`src/rtl/gt_link_reset_pkg.sv`:
```
// Shared constants for the GT link reset controller: state encodings and counter widths.
// Latency: n/a (declarations only).
// Backpressure: n/a.
package gt_link_reset_pkg;

    localparam int STATE_W = 3;
    localparam int RETRY_W = 8;

    localparam logic [STATE_W-1:0] ST_RESET_ALL = 3'd0;
    localparam logic [STATE_W-1:0] ST_WAIT_TX   = 3'd1;
    localparam logic [STATE_W-1:0] ST_WAIT_RX   = 3'd2;
    localparam logic [STATE_W-1:0] ST_RX_RESET  = 3'd3;
    localparam logic [STATE_W-1:0] ST_STABLE    = 3'd4;
    localparam logic [STATE_W-1:0] ST_LINK_UP   = 3'd5;
    localparam logic [STATE_W-1:0] ST_FAULT     = 3'd6;

    function automatic int max_of(input int a, input int b);
        return (a > b) ? a : b;
    endfunction

endpackage

```
`src/rtl/gt_link_reset_ctrl_timer.sv`:
```
// Loadable down-counter that parks at zero; expired flags the last cycle of a loaded interval.
// Latency: load takes effect on the next clock; expired is combinational from the count.
// Backpressure: none; free-running on init_clk.
module gt_rst_timer #(
    parameter int           W       = 8,
    parameter logic [W-1:0] RST_VAL = '0
) (
    input  logic         init_clk,
    input  logic         rst_n,
    input  logic         load,
    input  logic [W-1:0] load_val,
    output logic         expired
);

    logic [W-1:0] cnt;

    // Reload on strobe, otherwise count down and hold at zero.
    always_ff @(posedge init_clk or negedge rst_n) begin
        if (!rst_n) begin
            cnt <= RST_VAL;
        end else if (load) begin
            cnt <= load_val;
        end else if (cnt != '0) begin
            cnt <= cnt - 1'b1;
        end
    end

    assign expired = (cnt == '0);

endmodule

```
`src/rtl/gt_link_reset_ctrl.sv`:
```
// Bring-up / recovery FSM for one GT channel: sequences full and RX-datapath resets, retries, faults.
// Latency: outputs are registered from the next-state decode, so they change with the state register.
// Backpressure: none; soft_reset is a level request that pins the FSM in RESET_ALL while high.
module gt_link_reset_ctrl
    import gt_link_reset_pkg::*;
#(
    parameter int RESET_PULSE_CYCLES = 16,
    parameter int TX_TIMEOUT_CYCLES  = 1048576,
    parameter int RX_TIMEOUT_CYCLES  = 1048576,
    parameter int STABLE_CYCLES      = 1024,
    parameter int MAX_RETRIES        = 7
) (
    input  logic               init_clk,
    input  logic               rst_n,
    input  logic               tx_good_init_synced,
    input  logic               rx_good_init_synced,
    input  logic               soft_reset,
    output logic               gt_reset_all,
    output logic               gt_reset_rx_datapath,
    output logic               link_up,
    output logic               fault,
    output logic [RETRY_W-1:0] retry_cnt,
    output logic [STATE_W-1:0] state_dbg
);

    localparam int MAX_CYC = max_of(max_of(RESET_PULSE_CYCLES, TX_TIMEOUT_CYCLES),
                                    max_of(RX_TIMEOUT_CYCLES, STABLE_CYCLES));
    localparam int TW = $clog2(MAX_CYC) + 1;

    // Timer load values are interval-1 so expiry lands on the last cycle of the interval.
    localparam logic [TW-1:0] PULSE_LD  = TW'(RESET_PULSE_CYCLES - 1);
    localparam logic [TW-1:0] TX_LD     = TW'(TX_TIMEOUT_CYCLES - 1);
    localparam logic [TW-1:0] RX_LD     = TW'(RX_TIMEOUT_CYCLES - 1);
    localparam logic [TW-1:0] STABLE_LD = TW'(STABLE_CYCLES - 1);
    localparam logic [RETRY_W-1:0] RETRY_MAX = RETRY_W'(MAX_RETRIES);

    logic [STATE_W-1:0] state;
    logic [STATE_W-1:0] state_nxt;
    logic [STATE_W-1:0] retry_tgt;
    logic               do_retry;
    logic [RETRY_W-1:0] retry_nxt;
    logic               tmr_load;
    logic               tmr_exp;
    logic [TW-1:0]      tmr_val;

    gt_rst_timer #(
        .W       (TW),
        .RST_VAL (PULSE_LD)
    ) u_timer (
        .init_clk (init_clk),
        .rst_n    (rst_n),
        .load     (tmr_load),
        .load_val (tmr_val),
        .expired  (tmr_exp)
    );

    // Next-state decode: soft_reset, then tx loss, then rx loss, then timer expiry, then advance.
    always_comb begin
        state_nxt = state;
        do_retry  = 1'b0;
        retry_tgt = ST_RESET_ALL;
        if (soft_reset) begin
            state_nxt = ST_RESET_ALL;
        end else begin
            case (state)
                ST_RESET_ALL: begin
                    if (tmr_exp) state_nxt = ST_WAIT_TX;
                end
                ST_WAIT_TX: begin
                    if (tmr_exp) begin
                        do_retry  = 1'b1;
                        retry_tgt = ST_RESET_ALL;
                    end else if (tx_good_init_synced) begin
                        state_nxt = ST_WAIT_RX;
                    end
                end
                ST_WAIT_RX: begin
                    if (!tx_good_init_synced) begin
                        do_retry  = 1'b1;
                        retry_tgt = ST_RESET_ALL;
                    end else if (tmr_exp) begin
                        do_retry  = 1'b1;
                        retry_tgt = ST_RX_RESET;
                    end else if (rx_good_init_synced) begin
                        state_nxt = ST_STABLE;
                    end
                end
                ST_RX_RESET: begin
                    if (tmr_exp) state_nxt = ST_WAIT_RX;
                end
                ST_STABLE: begin
                    if (!tx_good_init_synced) begin
                        do_retry  = 1'b1;
                        retry_tgt = ST_RESET_ALL;
                    end else if (!rx_good_init_synced) begin
                        // rx flicker restarts the stability window without costing a retry
                        state_nxt = ST_WAIT_RX;
                    end else if (tmr_exp) begin
                        state_nxt = ST_LINK_UP;
                    end
                end
                ST_LINK_UP: begin
                    // Losses from a live link are recoveries, not retries.
                    if (!tx_good_init_synced) begin
                        state_nxt = ST_RESET_ALL;
                    end else if (!rx_good_init_synced) begin
                        state_nxt = ST_RX_RESET;
                    end
                end
                ST_FAULT: begin
                    state_nxt = ST_FAULT;
                end
                default: begin
                    state_nxt = ST_RESET_ALL;
                end
            endcase
            if (do_retry) begin
                state_nxt = (retry_cnt == RETRY_MAX) ? ST_FAULT : retry_tgt;
            end
        end
    end

    // Retry bookkeeping: cleared on restart or link-up entry, otherwise saturating increment.
    always_comb begin
        retry_nxt = retry_cnt;
        if (soft_reset || (state_nxt == ST_LINK_UP && state != ST_LINK_UP)) begin
            retry_nxt = '0;
        end else if (do_retry && retry_cnt != RETRY_MAX && retry_cnt != '1) begin
            retry_nxt = retry_cnt + 1'b1;
        end
    end

    // Timer reloads on every state entry, and continuously while soft_reset is held.
    always_comb begin
        tmr_load = soft_reset || (state_nxt != state);
        case (state_nxt)
            ST_RESET_ALL: tmr_val = PULSE_LD;
            ST_RX_RESET:  tmr_val = PULSE_LD;
            ST_WAIT_TX:   tmr_val = TX_LD;
            ST_WAIT_RX:   tmr_val = RX_LD;
            ST_STABLE:    tmr_val = STABLE_LD;
            default:      tmr_val = '0;
        endcase
    end

    // State and Moore outputs, registered together so they switch in the same cycle.
    always_ff @(posedge init_clk or negedge rst_n) begin
        if (!rst_n) begin
            state                <= ST_RESET_ALL;
            gt_reset_all         <= 1'b1;
            gt_reset_rx_datapath <= 1'b0;
            link_up              <= 1'b0;
            fault                <= 1'b0;
            retry_cnt            <= '0;
        end else begin
            state                <= state_nxt;
            gt_reset_all         <= (state_nxt == ST_RESET_ALL);
            gt_reset_rx_datapath <= (state_nxt == ST_RX_RESET);
            link_up              <= (state_nxt == ST_LINK_UP);
            fault                <= (state_nxt == ST_FAULT);
            retry_cnt            <= retry_nxt;
        end
    end

    assign state_dbg = state;

endmodule

```
`config.mk`:
```
export PLATFORM = sky130hd
export DESIGN_NAME = gt_link_reset_ctrl
export DESIGN_NICKNAME = d
export VERILOG_FILES = /design/src/rtl/gt_link_reset_pkg.sv /design/src/rtl/gt_link_reset_ctrl_timer.sv /design/src/rtl/gt_link_reset_ctrl.sv
export SDC_FILE = /design/constraint.sdc
export NUM_CORES = 1
export LEC_CHECK = 0
export ABC_AREA = 1
export ABC_CLOCK_PERIOD_IN_PS = 2150
export BUFFER_PORTS_ARGS = -buffer_cell sky130_fd_sc_hd__buf_2
export CORE_UTILIZATION = 45
export DETAILED_ROUTE_END_ITERATION = 7
export MAX_ROUTING_LAYER = met4
export PLACE_DENSITY = 0.69
export SLEW_MARGIN = 10
export SYNTH_ARGS = -nofsm -noshare
export SYNTH_HDL_FRONTEND = slang
export SYNTH_SLANG_ARGS = --single-unit
```
`constraint.sdc`:
```
create_clock -name init_clk -period 2.15 [get_ports init_clk]
set_input_delay 0.1075 -clock init_clk [delete_from_list [all_inputs] [get_ports init_clk]]
set_output_delay 0.1075 -clock init_clk [all_outputs]
set_load 0.02 [all_outputs]
```
==> flow_summary.yaml <==
outcome:
  outcome: "finished with violations"
  violations: "setup timing"
yosys:
  ys_top_cells_by_count: "nand2_1, nor2_1, nand3_1"
  yosysUniqueCellTypes: 35
  ys_ff_latch: 36
  syn_area_um2: 2380
  syn_inst: 313
  syn_area_per_cell_um2: 7.60
  synth_warnings: 0
  yosys-top-cells-area: "dfrtp_1, nand2_1, nand3_1, nor2_1, dfstp_2"
  synth_fp_nets: 320
  yosysTopAreaCell: "dfrtp_1"
  synthMostInstantiatedCell: "nand2_1"
  yosysSeqAreaShare_pct: 38.2
  yosys.area.top_type_share_pct: 32.6
  synth_edf_count: 0
  async_flop_share_pct: 100
  synth_top_flop_cell: "dfrtp_1"
setup_path:
  r2r-start: "u_timer.cnt[1]$_DFFE_PN1P_"
  critPathLaunchType: "register"
  required_ps: 2320
  worst-path-max-fanout: 8
  cp-startpoint: "u_timer.cnt[1]$_DFFE_PN1P_"
  reg2reg_depth: 18
  endpoint: "u_timer.cnt[8]$_DFFE_PN0P_"
  critPathKind: "reg -> reg"
  r2r_end: "u_timer.cnt[8]$_DFFE_PN0P_"
  end_kind: "register"
  rrSetupSlack_ps: -240
  arrival_ps: 2560
routing:
  drt_iter0_drc: 139
  vias: 2412
  wire_per_inst_um: 13.1
  via_per_inst: 5.06
  drc: 0
  drt_first_pass_iters: 4
  finalWirelength_um: 6250
  ant_nets: 0
floorplan:
  core_area_um2: 5110
  die_area_um2: 5580
  ios: 20
  start_util_pct: 46.5
  die_w_um: 74.7
  die_h_um: 74.7
  rows: 26
global_route:
  grt_pass1_vias: 2171
  grt_max_degree: 37
  grt_overflow: 0
  globalRouteMet3Util_pct: 4.15
  met2_usage_pct: 36.4
  antenna_found_initial: 0
  grt_busiest_layer: "met2"
  grt_use_total_pct: 22.9
  grt_first_pass_wirelength_um: 9520
  gr-usage-met1_pct: 29.7
sta:
  post-route-period-util_pct: 111
  setup_viol: 29
  clock.fmax_mhz: 418
  tightestPinTransition_ps: 818
  skew_ps: 3.66
  drv_slew: 0
  grt_setup_unrepaired: "true"
  layout_min_cycle_time_ps: 2390
  hold_viol: 0
  layout_setup_ws_ps: -240
  whs_ps: 236
  slew_headroom_pct: 45.5
cells_and_area:
  seq_area_um2: 907
  multi_input_area_um2: 1470
  n_fill_cell: 416
  diodes: 0
  areaGrowthSynthToFinish_pct: 44.7
  finalNonFillerCells: 477
  fin_nets: 413
  drive_above_1_share_pct: 42.8
power:
  ir_drop_uv: 597
  p_per_area_nw_per_um2: 975
  p_leak_nw: 1.76
clocking:
  cts_made_buffers: 5
  ctsRootBufferMaster: "clkbuf_8"
  clk_latency_ps: 290
  clk_pin_slew_ps: 70
  cts_sinks: 36
  cts_tree: "built"
  cts_max_level: 2
  cts_buffer_depth: 2
placed_design:
  dp_hpwl_um: 4120
  portBuffers: 19
  dpl.cell_count: 461
  pre_cts_ws_ps: -242
  place.gp.congestion: 0.918
worst_hold_path:
  hold_class: "in -> reg"
flow_run:
  drv_cap: 0
## sequential cells by signal, indices dropped and copies added (netlist names)
| register | count |
|---|---|
| gt_reset_rx_datapath | 1 |
| u_timer.cnt | 21 |
| gt_reset_all | 1 |
| retry_cnt | 8 |
| fault | 1 |
| state_dbg | 3 |
| link_up | 1 |
## how the worst min path moves through the flow
| stage | start | endpoint | slack [ps] | cells past startpoint |
|---|---|---|---|---|
| 2_1_floorplan | rst_n | fault$_DFF_PN0_ | -190 | 0 |
| 6_report | soft_reset | u_timer.cnt[3]$_DFFE_PN1P_ | 240 | 5 |
| 5_1_grt | soft_reset | u_timer.cnt[3]$_DFFE_PN1P_ | 260 | 5 |
| 3_3_place_gp | rst_n | u_timer.cnt[12]$_DFFE_PN0P_ | 240 | 1 |
| 3_5_place_dp | rst_n | u_timer.cnt[13]$_DFFE_PN0P_ | 250 | 1 |
| 4_1_cts | soft_reset | u_timer.cnt[3]$_DFFE_PN1P_ | 230 | 5 |
## final cells by class
cell class | count | share of cell area, %
well taps | 70 | 2.55
repair buffers | 93 | 21.4
inverters | 38 | 4.29
clock buffers | 8 | 2.62
flip-flops and latches | 36 | 26.4
multi-input cells | 232 | 42.7
## worst max-delay path: stages, from the launching register on
cell,delay (ps)
dfstp_2,540
inv_2,40
ha_4,160
nand2_4,80
nor2_8,50
nand3_4,100
buf_6,120
nand2_1,40
nand2_1,60
nand3_2,80
inv_1,80
nand2_2,50
nand4_1,160
nand3_2,120
nor2_4,180
nand3b_4,110
inv_4,100
clkbuf_16,150
a21oi_1,50
## power breakdown
group	internal [mW]	switching (mW)	leakage [nW]
registers	0.839	0.0870	0.478
clock network	0.262	0.245	0.0455
logic	0.862	1.06	1.24
## metal layers
| layer | wire [um] | vias to the layer above |
|---|---|---|
| li1 | - | 1202 |
| met1 | 2780 | 1147 |
| met2 | 3160 | 52 |
| met3 | 211 | 11 |
| met4 | 90 | 0 |
| met5 | 0 | - |
## placed cells by master (no fill, tap or decap), types with 8 or more instances in the layout
cell	Yosys	routed
buf_4	3	60
nand2_1	61	47
nand3_1	36	32
dfrtp_1	31	31
inv_1	31	28
nor2_1	40	25
buf_2	1	19
a21oi_1	21	18
nor2_2	4	16
nand2_2	7	14
xor2_1	12	12
buf_6	3	9
nor3_1	8	8
nand4_1	8	8
xnor2_1	8	8
## cell families after synthesis
group,Yosys count,share of synthesized area [%]
AND/OR/NAND/NOR,179,37.4
buffers and inverters,45,8.58
flip-flops,36,38.2
AO/OA/AOI/OAI,31,7.42
XOR/XNOR,20,7.37
adder cells (fa/ha/maj),2,1.05
## through the flow
| stage | total power, mW | cell area [um2] | util, % | TNS [ps] |
|---|---|---|---|---|
| detailed placement | 2.54 | 3060 | 59.8 | -4990 |
| CTS | 3.21 | 3310 | 64.8 | -3310 |
| global placement | 2.50 | 3060 | 59.8 | -3260 |
| global route | 3.57 | 3440 | 67.3 | -8210 |
| floorplan | 1.95 | 2420 | - | -713 |
| finish | 3.35 | 3440 | 67.3 | -4760 |
## what timing repair did
action                                  in CTS  in global routing
resized for setup                           33                 28
setup buffers                                4                  2
pin swaps                                    9                 11
endpoints found under the setup margin      29                 30
hold endpoints to repair                    31                  0
gates cloned                                 0                  1
hold buffers                                 1                  0
(Power assumes the default switching activity.)
